[src/rtl/drum_pkg.sv]
// drum_pkg: shared 1.17 fixed-point type, tension constants and multiply helper
package drum_pkg;
  typedef logic signed [17:0] fix18_t;
  localparam fix18_t FIX_ONE = 18'sh1FFFF;
  localparam fix18_t RHO_INIT_DEF = 18'sd6553;
  localparam fix18_t RHO_MAX_DEF = 18'sd62914;
  function automatic fix18_t mult_1_17(fix18_t a, fix18_t b);
    logic signed [35:0] p;
    p = a * b;
    return {p[35], p[33:17]};
  endfunction
endpackage

[src/rtl/drum_sample_fifo.sv]
// drum_sample_fifo: centre-sample FIFO with ready/valid drain and synchronous flush
module drum_sample_fifo #(
  parameter int DEPTH = 8,
  parameter int W = 18
) (
  input  logic                     clk_50,
  input  logic                     rst_n,
  input  logic                     flush,
  input  logic                     push,
  input  logic [W-1:0]             push_data,
  output logic [W-1:0]             audio_data,
  output logic                     audio_valid,
  input  logic                     audio_ready,
  output logic                     full,
  output logic [$clog2(DEPTH):0]   count
);
  localparam int AW = $clog2(DEPTH);
  localparam logic [AW:0] FULL_CNT = (AW + 1)'(DEPTH);
  logic [W-1:0] mem [DEPTH];
  logic [AW-1:0] wr_ptr, rd_ptr;
  logic do_pop, do_push;
  assign do_pop = audio_valid && audio_ready;
  assign do_push = push && (!full || do_pop);
  assign audio_valid = count != '0;
  assign full = count == FULL_CNT;
  assign audio_data = audio_valid ? mem[rd_ptr] : '0;
  always_ff @(posedge clk_50) if (do_push) mem[wr_ptr] <= push_data;
  always_ff @(posedge clk_50 or negedge rst_n) begin
    if (!rst_n) begin
      wr_ptr <= '0;
      rd_ptr <= '0;
      count <= '0;
    end else if (flush) begin
      wr_ptr <= '0;
      rd_ptr <= '0;
      count <= '0;
    end else begin
      if (do_push) wr_ptr <= wr_ptr + 1'b1;
      if (do_pop) rd_ptr <= rd_ptr + 1'b1;
      count <= count + (AW + 1)'(do_push) - (AW + 1)'(do_pop);
    end
  end
endmodule

[src/rtl/drum_center_tap.sv]
// drum_center_tap: captures the grid centre node, pipelines the tension update and buffers audio samples
module drum_center_tap
  import drum_pkg::*;
#(
  parameter int SIZE = 4,
  parameter int DEPTH = 8,
  parameter int RHO_SHIFT = 5,
  parameter fix18_t RHO_INIT = RHO_INIT_DEF,
  parameter fix18_t RHO_MAX = RHO_MAX_DEF
) (
  input  logic   clk_50,
  input  logic   rst_n,
  input  logic   restart,
  input  logic   iter_done,
  input  fix18_t center_node,
  output fix18_t rho,
  output logic   rho_valid,
  output logic   grid_enable,
  output fix18_t audio_data,
  output logic   audio_valid,
  input  logic   audio_ready,
  output logic   overrun
);
  localparam int AW = $clog2(DEPTH);
  localparam logic [AW:0] GE_CNT = (AW + 1)'(DEPTH - 1);
  if (SIZE < 2 || DEPTH < 4 || (DEPTH & (DEPTH - 1)) != 0) begin : g_bad_param
    $error("drum_center_tap: SIZE must be >=2 and DEPTH a power of two >=4");
  end
  fix18_t c_q, sq_q, sq_sh, rho_nxt;
  logic v0, v1, push, full;
  logic signed [18:0] sum;
  logic [AW:0] count;
  assign push = iter_done && !restart;
  assign sq_sh = sq_q >>> RHO_SHIFT;
  assign sum = $signed({RHO_INIT[17], RHO_INIT}) + $signed({sq_sh[17], sq_sh});
  assign rho_nxt = (sum > $signed({RHO_MAX[17], RHO_MAX})) ? RHO_MAX : sum[17:0];
  always_ff @(posedge clk_50 or negedge rst_n) begin
    if (!rst_n) begin
      c_q <= '0;
      sq_q <= '0;
      v0 <= 1'b0;
      v1 <= 1'b0;
      rho <= RHO_INIT;
      rho_valid <= 1'b0;
      grid_enable <= 1'b1;
      overrun <= 1'b0;
    end else begin
      c_q <= center_node;
      sq_q <= mult_1_17(c_q, c_q);
      v0 <= push;
      v1 <= v0 && !restart;
      rho_valid <= v1 && !restart;
      grid_enable <= count < GE_CNT;
      if (restart) begin
        rho <= RHO_INIT;
        overrun <= 1'b0;
      end else begin
        if (v1) rho <= rho_nxt;
        if (push && full && !(audio_valid && audio_ready)) overrun <= 1'b1;
      end
    end
  end
  drum_sample_fifo #(.DEPTH(DEPTH), .W(18)) u_fifo (
    .clk_50      (clk_50),
    .rst_n       (rst_n),
    .flush       (restart),
    .push        (push),
    .push_data   (center_node),
    .audio_data  (audio_data),
    .audio_valid (audio_valid),
    .audio_ready (audio_ready),
    .full        (full),
    .count       (count)
  );
endmodule

[config.mk]
export PLATFORM = sky130hd
export DESIGN_NAME = drum_center_tap
export DESIGN_NICKNAME = d
export VERILOG_FILES = /design/src/rtl/drum_pkg.sv /design/src/rtl/drum_sample_fifo.sv /design/src/rtl/drum_center_tap.sv
export SDC_FILE = /design/constraint.sdc
export NUM_CORES = 1
export LEC_CHECK = 0
export BUFFER_PORTS_ARGS = -buffer_cell sky130_fd_sc_hd__buf_2
export CAP_MARGIN = 20
export CORE_ASPECT_RATIO = 1.75
export CORE_MARGIN = 5
export CORE_UTILIZATION = 36
export CTS_BUF_LIST = sky130_fd_sc_hd__clkbuf_4
export DETAILED_ROUTE_END_ITERATION = 6
export SKIP_CTS_REPAIR_TIMING = 1
export SLEW_MARGIN = 20
export SYNTH_ARGS = -nofsm -noshare
export SYNTH_HDL_FRONTEND = slang
export SYNTH_SLANG_ARGS = --single-unit
[constraint.sdc]
create_clock -name clk_50 -period 8.4 [get_ports clk_50]
set_input_delay 1.68 -clock clk_50 [delete_from_list [all_inputs] [get_ports clk_50]]
set_output_delay 1.68 -clock clk_50 [all_outputs]
set_load 0.005 [all_outputs]
==> results of run 1 <==
==> area by class of cell <==
cell class / instances / area, sq um
Clock buffer: 64 / 480.5
Fill cell: 4946 / 31090
Sequential cell: 204 / 5837
Clock inverter: 13 / 108.9
Timing Repair Buffer: 74 / 410.4
Inverter: 451 / 1693
Multi-Input combinational cell: 917 / 10880
Tap cell: 672 / 840.8
Antenna cell: 1 / 2.502
==> per-layer routing <==
layer	wire length, um	share of wire (%)	global-route usage, %	up-vias
met5	0	0	0	-
met4	2319	5.5	7.989	0
met3	1314	3.1	1.532	108
met2	25600	60	32.41	251
met1	13250	31	14.53	5919
li1	-	-	-	5128
==> how the worst min path moves through the flow <==
stage	endpoint	slack [ns]	startpoint	cells after the start
global route	grid_enable	0.46	u_fifo.count[3]	1
detailed placement	grid_enable	0.44	u_fifo.count[3]	1
global placement	grid_enable	0.41	u_fifo.count[3]	1
floorplan	grid_enable	0.39	u_fifo.count[3]	1
finish	grid_enable	0.44	u_fifo.count[3]	1
CTS	grid_enable	0.45	u_fifo.count[3]	1
==> kinds of logic after synthesis <==
| logic type | after synthesis | synth area share, % |
|---|---|---|
| AOI/OAI and AO/OA | 88 | 3.547 |
| xor gates and xnor gates | 46 | 2.282 |
| adders and majority gates | 407 | 39.15 |
| buffers and inverters | 502 | 10.29 |
| DFF | 204 | 31.39 |
| muxes | 59 | 5.607 |
| other | 1 | 0.02017 |
| and+or+nand+nor | 313 | 7.714 |
==> flip-flops by register name, indices dropped and copies added, names as in the netlist, 3 cells and up <==
signal         flops
c_q               18
sq_q              13
rho               14
u_fifo.rd_ptr      3
u_fifo.mem       144
u_fifo.wr_ptr      3
u_fifo.count       4
==> placed cells by master, fill, tap and decap left out, types with 8 or more instances in the layout <==
cell type  instances
clkbuf_4          64
nand2_1          134
nand2b_1          14
edfxtp_1         144
dfstp_2            8
xnor2_1           28
clkinv_1           8
inv_1            451
dfrtp_1           51
xor2_1            16
mux2i_1           22
nor2b_1           10
nor2_1            77
buf_2             58
and2_1            38
a31oi_1            9
fa_1             291
buf_4             16
mux4_2            36
a21o_1             9
ha_1             116
a21oi_1           25
==> stage by stage <==
| step | instances | hold slack, ns | instance area [sq um] |
|---|---|---|---|
| 4_1_cts | 2395 | 0.4509 | 20250 |
| 2_1_floorplan | 1623 | 0.3905 | 18600 |
| 6_report | 2396 | 0.4447 | 20250 |
| 3_3_place_gp | 2318 | 0.4148 | 19660 |
| 3_5_place_dp | 2318 | 0.4406 | 19660 |
| 5_1_grt | 2396 | 0.4578 | 20250 |
==> metrics.md, run 1 <==
| Metric | Value |
|---|---|
| Tcrit/Tclk final | `80.00%` |
| Routability congestion estimate from global placement | `0.8936` |
| Count of cell types in the netlist | `62` |
| Clk slew on worst S/H paths | `0.08 ns` |
| Most used cell, CP | `inv_1` |
| Worst Slack Setup Final | `1.680 ns` |
| Die height | `310.6 um` |
| Startpoint Class | `register` |
| Critical path endpoint | `sq_q[16]` |
| Setup crit start | `c_q[17]` |
| Num CTS Buffers | `44` |
| Cell Area, Synth | `18,590 sq um` |
| Die ar. | `56,460 sq um` |
| Top post-synthesis cells by area | `fa_1 31%, edfxtp_1 23%, inv_1 9.1%` |
| Synth Register Bits | `204` |
| Final setup TNS | `0 ns` |
| Via count | `11,410` |
| Worst slack at placement | `1.630 ns` |
| Final Max Tran Viols | `0` |
| Setup Skew | `0.04587 ns` |
| Most common cell in the netlist | `inv_1` |
| FFs w/ async S/R, synth | `29.41%` |
| CP cell instances | `buf_4 > inv_1 > nor2_1 > fa_1 > inv_1 > fa_1 > inv_1 > ha_1 > inv_1 > fa_1 > inv_1 > fa_1 > inv_1 > fa_1 > inv_1 > ha_1 > a21o_1 > a21oi_1 > inv_1 > o41ai_4 > o221ai_1 > xor2_1` |
| Pin count of the biggest net entering global routing | `61` |
| HP Class | `reg2reg` |
| Iteration-0 DRC Markers | `380` |
| Max Root-Sink Buffers | `3` |
| First-pass GRT wire length | `69,320 um` |
| Slew margin rel. | `30.62%` |
| Port Buffer Count | `58` |
| Slowest stage delay, CP | `0.59 ns` |
| Stages on worst setup path | `22` |
| Routed len/inst | `17.73 um` |
| HPWL Detailed | `33,290 um` |
| Clock tree from TritonCTS | `done` |
| Worst setup path category | `reg2reg` |
| Initial Util | `36.21%` |
| Sequential element share of the synthesized area | `31.39%` |
| Post-synth EDFFs | `144` |
| Area leader, netlist | `fa_1` |
| Root Buffer | `clkbuf_4` |
| R2r setup slk | `1.68 ns` |
| Slowest-stage cell, CP | `fa_1` |
| Worst-Skew Late Latency | `0.66 ns` |
| Max Cap Viol | `0` |
| Buf/Inv on CP | `9` |
| Fin. Hold Viols | `0` |
| Remaining Overflow, GRT | `0` |
| Capturing point of the worst reg2reg path | `sq_q[16]` |
| Number of global-route vias before repair | `13,420` |
| RSZ-0062 raised after global routing | `no` |
| Crit path time final | `6.720 ns` |
| Ys Warns | `0` |
| Via density | `4.760` |
| Boundary Pins | `63` |
| Die X-Extent | `181.8 um` |
| Gate Count Post-Synth | `1,620` |
| All-Layer GR Usage | `15.65%` |
| Fmax | `148.8 MHz` |
| Status | `finished clean` |
| Initial antenna violation count | `1` |
| CP Data Required Time | `8.93 ns` |
| DRT Pass-1 Iters | `4` |
| Nets@finish | `2,122` |
| Worst Path Max Fanout | `21` |
| Final ANT Viol Nets | `0` |
| Total Wirelength | `42,490 um` |
| Area grow syn2layout | `8.932%` |
| Post-synth top area share | `31.34%` |
| # H-tree levels | `2` |
| Crit path DAT | `7.25 ns` |
| Syn Area/Cell | `11.47 sq um` |
| CP Capture Type | `register` |
| Fin util | `39.44%` |
| Drt drc | `0` |
| Clk sinks | `204` |
| Final setup violation count | `0` |
| List of most frequent post-synthesis cells | `451 x inv_1, 291 x fa_1, 144 x edfxtp_1, 134 x nand2_1, 116 x ha_1` |
| Slew @ Worst Pin | `1.041 ns` |
| Predominant post-synthesis flop cell | `edfxtp_1` |
| Length in cells of the worst reg-to-reg path | `22` |
| R2r startpoint | `c_q[17]` |
| Core Area | `51,340 sq um` |
| Share of cells above drive strength 1 | `12.88%` |
| CP delay by family, top | `adder cells` |
| FP Rows | `110` |
Power of run 1 is not shown: default switching activity piles up to over one toggle a cycle in this logic, so the estimate is an artifact.
==> run 2, diff against run 1 <==
--- a/config.mk
+++ b/config.mk
@@ -5,6 +5,7 @@
 export SDC_FILE = /design/constraint.sdc
 export NUM_CORES = 1
 export LEC_CHECK = 0
+export ABC_AREA = 1
 export BUFFER_PORTS_ARGS = -buffer_cell sky130_fd_sc_hd__buf_2
 export CAP_MARGIN = 20
 export CORE_ASPECT_RATIO = 1.75
==> constraint.sdc (replaced) <==
create_clock -name clk_50 -period 6.1 [get_ports clk_50]
set_input_delay 1.22 -clock clk_50 [delete_from_list [all_inputs] [get_ports clk_50]]
set_output_delay 1.22 -clock clk_50 [all_outputs]
set_load 0.005 [all_outputs]
==> run 2 against run 1 <==
Compared with the run above: the flow now finishes with violations (design-rule violations); synthesized cell count increased by 31%; die area increased by 5.1%; routed wire length increased by 12%; largest cell class unchanged; global-route usage increased by 0.94 points; sequential share of layout area decreased by 1.7 points.
==> metrics.md, run 2 <==
| Metric | Value |
|---|---|
| Status | `finished with violations (was finished clean)` |
| Failing checks | `design-rule violations` |
| Predominant post-synthesis flop cell | `edfxtp_1 (unchanged)` |
| FP Rows | `113 (was 110)` |
| HPWL Detailed | `38,440 um (was 33,290 um)` |
| Die ar. | `59,330 sq um (was 56,460 sq um)` |
| Remaining Overflow, GRT | `0 (unchanged)` |
| Slew @ Worst Pin | `0.9519 ns (was 1.041 ns)` |
| Pin count of the biggest net entering global routing | `75 (was 61)` |
| Most common cell after layout, fill and taps aside | `inv_1 (unchanged)` |
| Placed insts | `2,861 (was 2,318)` |
| Commonest non-fill, non-tap cells in the layout | `583 x inv_1, 360 x nand2_1, 291 x fa_1, 210 x nor2_1, 144 x edfxtp_1 (was 451 x inv_1, 291 x fa_1, 144 x edfxtp_1, 134 x nand2_1, 116 x ha_1)` |
| Max reg flops | `144 (unchanged)` |
| Clk slew on worst S/H paths | `0.08 ns (about the same)` |
| Crit path time final | `5.795 ns (was 6.720 ns)` |
| Count of cell types in the netlist | `47 (was 62)` |
| Clk sinks | `204 (unchanged)` |
| Port Buffer Count | `58 (unchanged)` |
| Die height | `318.5 um (was 310.6 um)` |
| Crit path DAT | `6.40 ns (was 7.25 ns)` |
| Share of cells above drive strength 1 | `10.54% (was 12.88%)` |
| Sequential element share of the synthesized area | `29.81% (was 31.39%)` |
| List of most frequent post-synthesis cells | `583 x inv_1, 360 x nand2_1, 291 x fa_1, 215 x nor2_1, 144 x edfxtp_1 (was 451 x inv_1, 291 x fa_1, 144 x edfxtp_1, 134 x nand2_1, 116 x ha_1)` |
| Num CTS Buffers | `47 (was 44)` |
| Iteration-0 DRC Markers | `615 (was 380)` |
| Fill count | `5,475 (was 4,946)` |
| HP Class | `reg2reg (unchanged)` |
| Number of global-route vias before repair | `15,880 (was 13,420)` |
| # H-tree levels | `2 (unchanged)` |
| All-Layer GR Usage | `16.59% (was 15.65%)` |
| Hold path start | `sq_q[5] (was u_fifo.count[3])` |
| Area leader, netlist | `fa_1 (unchanged)` |
| Core Area | `54,150 sq um (was 51,340 sq um)` |
| DR top layer | `met4 (unchanged)` |
| Final setup violation count | `0 (unchanged)` |
| Cell Area, Synth | `19,580 sq um (was 18,590 sq um)` |
| Via count | `14,130 (was 11,410)` |
| Routed len/inst | `16.13 um (was 17.73 um)` |
| Nets@finish | `2,650 (was 2,122)` |
| Non-filler cells, final | `2,951 (was 2,396)` |
| Worst setup path category | `reg2reg (unchanged)` |
| Syn Area/Cell | `9.204 sq um (was 11.47 sq um)` |
| RSZ-0062 raised after global routing | `no (unchanged)` |
| Setup crit start | `c_q[2] (was c_q[17])` |
| Clock tree from TritonCTS | `done (unchanged)` |
| Max Root-Sink Buffers | `3 (unchanged)` |
| Met3 Wirelength | `1748 um (was 1314 um)` |
| Metal1 wirelength | `16,070 um (was 13,250 um)` |
| Initial Util | `36.15% (was 36.21%)` |
| Sequential cell area | `5843 sq um (was 5837 sq um)` |
| Die X-Extent | `186.3 um (was 181.8 um)` |
| Initial antenna violation count | `3 (was 1)` |
| Max Cap Viol | `0 (unchanged)` |
| Startpoint Class | `register (unchanged)` |
| Most common cell in the netlist | `inv_1 (unchanged)` |
| Most flops, register | `u_fifo.mem (unchanged)` |
| Boundary Pins | `63 (unchanged)` |
| Routability congestion estimate from global placement | `0.8894 (was 0.8936)` |
| Total Wirelength | `47,600 um (was 42,490 um)` |
| Final ANT Viol Nets | `0 (unchanged)` |
| CP Capture Type | `register (unchanged)` |
| Worst Path Max Fanout | `8 (was 21)` |
| Top post-synthesis cells by area | `fa_1 30%, edfxtp_1 22%, inv_1 11% (was fa_1 31%, edfxtp_1 23%, inv_1 9.1%)` |
| Via density | `4.788 (was 4.760)` |
| Met2 WL | `27,400 um (was 25,600 um)` |
| Ys Warns | `0 (unchanged)` |
| Worst-Skew Late Latency | `0.73 ns (was 0.66 ns)` |
| Gate Count Post-Synth | `2,127 (was 1,620)` |
| Post-synth EDFFs | `144 (unchanged)` |
| Multi-input gate area | `11,220 sq um (was 10,880 sq um)` |
| R2r startpoint | `c_q[2] (was c_q[17])` |
| Root Buffer | `clkbuf_4 (unchanged)` |
| FFs w/ async S/R, synth | `29.41% (unchanged)` |
| Slew margin rel. | `36.37% (was 30.62%)` |
| Fin. Hold Viols | `0 (unchanged)` |
| Post-synth top area share | `29.76% (was 31.34%)` |
| DRT Pass-1 Iters | `7 (was 4)` |
| Area grow syn2layout | `10.00% (was 8.932%)` |
| First-pass GRT wire length | `78,230 um (was 69,320 um)` |
| Fmax | `172.6 MHz (was 148.8 MHz)` |
| Tcrit/Tclk final | `94.99% (was 80.00%)` |
| Final Max Tran Viols | `0 (unchanged)` |
| Drt drc | `2 (was 0)` |
| Setup Skew | `0.07347 ns (was 0.04587 ns)` |
| CP Data Required Time | `6.70 ns (was 8.93 ns)` |
| Synth Register Bits | `204 (unchanged)` |
| Top flop regs | `u_fifo.mem: 144 flops, c_q: 18 flops, rho: 14 flops (unchanged)` |
-- run 2: cell types whose count changed after synthesis, sizes merged, moves of 23 or more --
cell	change
buf	+24
nand2	+232
o21ai	+79
nor2	+134
inv	+135
and2	-37
o32ai	+37
nand3	+23
mux4	-36
-- run 2: final timing paths --
check	end	slack [ns]	cells after the start
max reg2reg	sq_q[13]	0.31	23
min in group asynchronous	sq_q[12]	0.69	2
min	rho[0]	0.47	1
max	sq_q[13]	0.31	23
min reg2reg	rho[0]	0.47	1
max in group asynchronous	c_q[17]	4.74	2
-- run 2: cell families (layout without fill, tap and decap cells) --
logic type               after synthesis  in the layout  synth area share (%)
other                                  1              7               0.01915
AND/OR/NAND/NOR                      638            638                 12.95
buffers and inverters                660            788                 13.10
multiplexers                           1              1               0.05751
XOR/XNOR                              17             17                0.7606
AO/OA/AOI/OAI                        199            199                 6.135
adder cells (fa/ha/maj)              407            407                 37.17
flip-flops                           204            204                 29.81
-- run 2: routing by layer --
metal  vias to the layer above  global-route usage [%]
met5                         -                       0
met4                         0                   8.459
met3                       129                   1.851
met2                       354                   32.79
met1                      7061                   16.35
li1                       6586                       -
-- run 2: layout make-up --
cell class / count / share of cell area [%]
flip-flops and latches: 204 / 27.13
repair buffers: 115 / 3.335
inverters: 586 / 10.23
diodes: 3 / 0.03486
clock buffers: 69 / 2.405
clock inverters: 18 / 0.7553
multi-input cells: 1266 / 52.10
well taps: 690 / 4.009
-- run 2: critical path, cell delays in order, from the launching register on --
cell and delay, ns:
dfrtp_1 0.67, nand2_1 0.20, fa_1 0.58, inv_1 0.06, fa_1 0.54, inv_1 0.07
fa_1 0.49, fa_1 0.53, inv_1 0.06, fa_1 0.57, inv_1 0.06, fa_1 0.49
inv_1 0.05, ha_1 0.32, nand2_1 0.08, nand2_1 0.08, inv_1 0.08, nand2_1 0.05
inv_1 0.06, o21ai_0 0.13, a21oi_1 0.28, nand2_1 0.11, nand2_1 0.08, nand2_1 0.06
-- run 2: per-stage QoR --
step	worst slack [ns]	setup TNS [ns]	hold slack [ns]	utilization, %	instance area, sq um
6_report	0.3054	0	0.4672	39.77	21540
5_1_grt	0.01690	0	0.4894	39.77	21540
4_1_cts	0.01017	0	0.4696	39.74	21520
3_5_place_dp	-0.005872	-0.005872	0.4551	38.49	20840
3_3_place_gp	0.1203	0	0.4730	38.49	20840
2_1_floorplan	0.4627	0	0.4119	-	19590
Power of run 2 is left out for the same reason.
==> run 3, diff against run 2 <==
--- a/config.mk
+++ b/config.mk
@@ -13,6 +13,7 @@
 export CORE_UTILIZATION = 36
 export CTS_BUF_LIST = sky130_fd_sc_hd__clkbuf_4
 export DETAILED_ROUTE_END_ITERATION = 6
+export PLACE_DENSITY_LB_ADDON = 0.25
 export SKIP_CTS_REPAIR_TIMING = 1
 export SLEW_MARGIN = 20
 export SYNTH_ARGS = -nofsm -noshare
==> run 3 against run 2 <==
Compared with the run above: cell count hardly changed; fmax about the same; first-iteration DRC count down 0.65%; register-to-register slack is essentially flat; clock skew decreased by 0.020 ns; worst hold slack lost 0.0059 ns; utilization increased by 0.097 points; largest cell class unchanged; routed wire length increased by 2.3%; count of clock-buffer cells in the layout decreased by 5; critical path depth shrank 1; setup slack gained 0.0024 ns; critical path type unchanged; sequential share of layout area decreased by 0.072 points; the run now ends clean.
==> metrics.md, run 3 (same netlist as run 2, synthesis figures left out) <==
| Metric | Value |
|---|---|
| All-Layer GR Usage | `17.19% (was 16.59%)` |
| Max Root-Sink Buffers | `3 (unchanged)` |
| Slew margin rel. | `34.36% (was 36.37%)` |
| Final Max Tran Viols | `0 (unchanged)` |
| CP delay by family, top | `adder cells (unchanged)` |
| Max reg flops | `144 (unchanged)` |
| Crit path time final | `5.792 ns (was 5.795 ns)` |
| Clock tree from TritonCTS | `done (unchanged)` |
| Commonest non-fill, non-tap cells in the layout | `583 x inv_1, 360 x nand2_1, 290 x fa_1, 206 x nor2_1, 144 x edfxtp_1 (was 583 x inv_1, 360 x nand2_1, 291 x fa_1, 210 x nor2_1, 144 x edfxtp_1)` |
| R2r startpoint | `c_q[5] (was c_q[2])` |
| Initial Util | `36.15% (unchanged)` |
| Die ar. | `59,330 sq um (unchanged)` |
| Number of global-route vias before repair | `15,750 (was 15,880)` |
| Fin util | `39.87% (was 39.77%)` |
| Initial antenna violation count | `4 (was 3)` |
| Worst-Skew Late Latency | `0.71 ns (was 0.73 ns)` |
| DRT Pass-1 Iters | `5 (was 7)` |
| Final ANT Viol Nets | `0 (unchanged)` |
| Iteration-0 DRC Markers | `611 (was 615)` |
| Routed len/inst | `16.48 um (was 16.13 um)` |
| Die X-Extent | `186.3 um (unchanged)` |
| First-pass GRT wire length | `79,660 um (was 78,230 um)` |
| CP Data Required Time | `6.67 ns (was 6.70 ns)` |
| Drt drc | `0 (was 2)` |
| Nets@finish | `2,651 (was 2,650)` |
| Slew @ Worst Pin | `0.9818 ns (was 0.9519 ns)` |
| Final setup violation count | `0 (unchanged)` |
| Setup crit start | `c_q[5] (was c_q[2])` |
| Pin count of the biggest net entering global routing | `75 (unchanged)` |
| Max Cap Viol | `0 (unchanged)` |
| Most flops, register | `u_fifo.mem (unchanged)` |
| HPWL Detailed | `39,640 um (was 38,440 um)` |
| Fmax | `172.6 MHz (about the same)` |
| Worst Path Max Fanout | `10 (was 8)` |
| Num CTS Buffers | `48 (was 47)` |
| CP Capture Type | `register (unchanged)` |
| CP cell instances | `buf_4 > inv_1 > nand2_1 > xor2_1 > ha_1 > o21bai_1 > fa_1 > fa_1 > fa_1 > fa_1 > inv_1 > fa_1 > inv_1 > ha_1 > a21oi_1 > o21ai_0 > inv_1 > nand2_1 > a21oi_1 > nand2_1 > nand2_1 > nand2_1 (was nand2_1 > fa_1 > inv_1 > fa_1 > inv_1 > fa_1 > fa_1 > inv_1 > fa_1 > inv_1 > fa_1 > inv_1 > ha_1 > nand2_1 > nand2_1 > inv_1 > nand2_1 > inv_1 > o21ai_0 > a21oi_1 > nand2_1 > nand2_1 > nand2_1)` |
| HP Class | `reg2reg (unchanged)` |
| Hold path start | `sq_q[5] (unchanged)` |
| Fin. Hold Viols | `0 (unchanged)` |
| Status | `finished clean (was finished with violations)` |
| Total Wirelength | `48,670 um (was 47,600 um)` |
| Buf/Inv on CP | `5 (was 7)` |
| Crit path DAT | `6.36 ns (was 6.40 ns)` |
| Setup Skew | `0.05375 ns (was 0.07347 ns)` |
| Boundary Pins | `63 (unchanged)` |
| Area grow syn2layout | `10.27% (was 10.00%)` |
| Final setup TNS | `0 ns (unchanged)` |
| Slowest-stage cell, CP | `fa_1 (was dfrtp_1)` |
| Clk slew on worst S/H paths | `0.08 ns (about the same)` |
| Startpoint Class | `register (unchanged)` |
| Root Buffer | `clkbuf_4 (unchanged)` |
| Remaining Overflow, GRT | `0 (unchanged)` |
| Clk sinks | `204 (unchanged)` |
| Via count | `14,030 (was 14,130)` |
| Routability congestion estimate from global placement | `0.8548 (was 0.8894)` |
| Most common cell after layout, fill and taps aside | `inv_1 (unchanged)` |
| FP Rows | `113 (unchanged)` |
| Worst setup path category | `reg2reg (unchanged)` |
| Top flop regs | `u_fifo.mem: 144 flops, c_q: 18 flops, rho: 14 flops (unchanged)` |
| Slowest stage delay, CP | `0.55 ns (was 0.67 ns)` |
| Tcrit/Tclk final | `94.96% (was 94.99%)` |
| Share of cells above drive strength 1 | `10.75% (was 10.54%)` |
| Core Area | `54,150 sq um (unchanged)` |
| Die height | `318.5 um (unchanged)` |
| Via density | `4.750 (was 4.788)` |
| # H-tree levels | `2 (unchanged)` |
| Port Buffer Count | `58 (unchanged)` |
[run 3: cell count changes in the layout (fill, tap and decap cells not counted), moves of 2 or more]
cell / change
nor2_1: -4
clkbuf_4: -5
nor2_2: +4
clkinv_1: +5
dfrtp_2: +2
[run 3: stage by stage]
step	hold slack, ns	cells	cell area (sq um)	setup WS, ns
2_1_floorplan	0.4119	2130	19590	0.4627
3_3_place_gp	0.4401	2859	20840	0.1687
3_5_place_dp	0.4437	2859	20840	0.1587
4_1_cts	0.4660	2949	21550	0.06649
5_1_grt	0.4982	2953	21590	-0.008272
6_report	0.4613	2953	21590	0.3077
[run 3: final cells by class]
type | count | area, sq um
diodes | 2 | 5.005
flip-flops and latches | 204 | 5842
fillers | 5491 | 32560
clock buffers | 64 | 480.5
clock inverters | 26 | 227.7
repair buffers | 115 | 730.7
multi-input cells | 1266 | 11240
inverters | 586 | 2202
well taps | 690 | 863.3
[run 3: worst paths after layout]
| kind | endpoint | slack, ns | depth (start not counted) |
|---|---|---|---|
| worst min register to register | rho[0] | 0.46 | 1 |
| max in group asynchronous | u_fifo.rd_ptr[0] | 4.73 | 2 |
| worst min-delay path | rho[0] | 0.46 | 1 |
| min in group asynchronous | v0 | 0.73 | 2 |
| worst max register to register | sq_q[15] | 0.31 | 22 |
| worst max-delay path | sq_q[15] | 0.31 | 22 |
[run 3: per-layer routing]
metal	wire (um)	global-route usage [%]	up-vias	part of all wire, %
li1	-	-	6591	-
met4	2759	8.783	0	5.7
met2	28410	34.34	299	58
met5	0	0	-	0
met1	15970	16.56	6990	33
met3	1539	2.023	147	3.2
Power of run 3 is left out for the same reason.
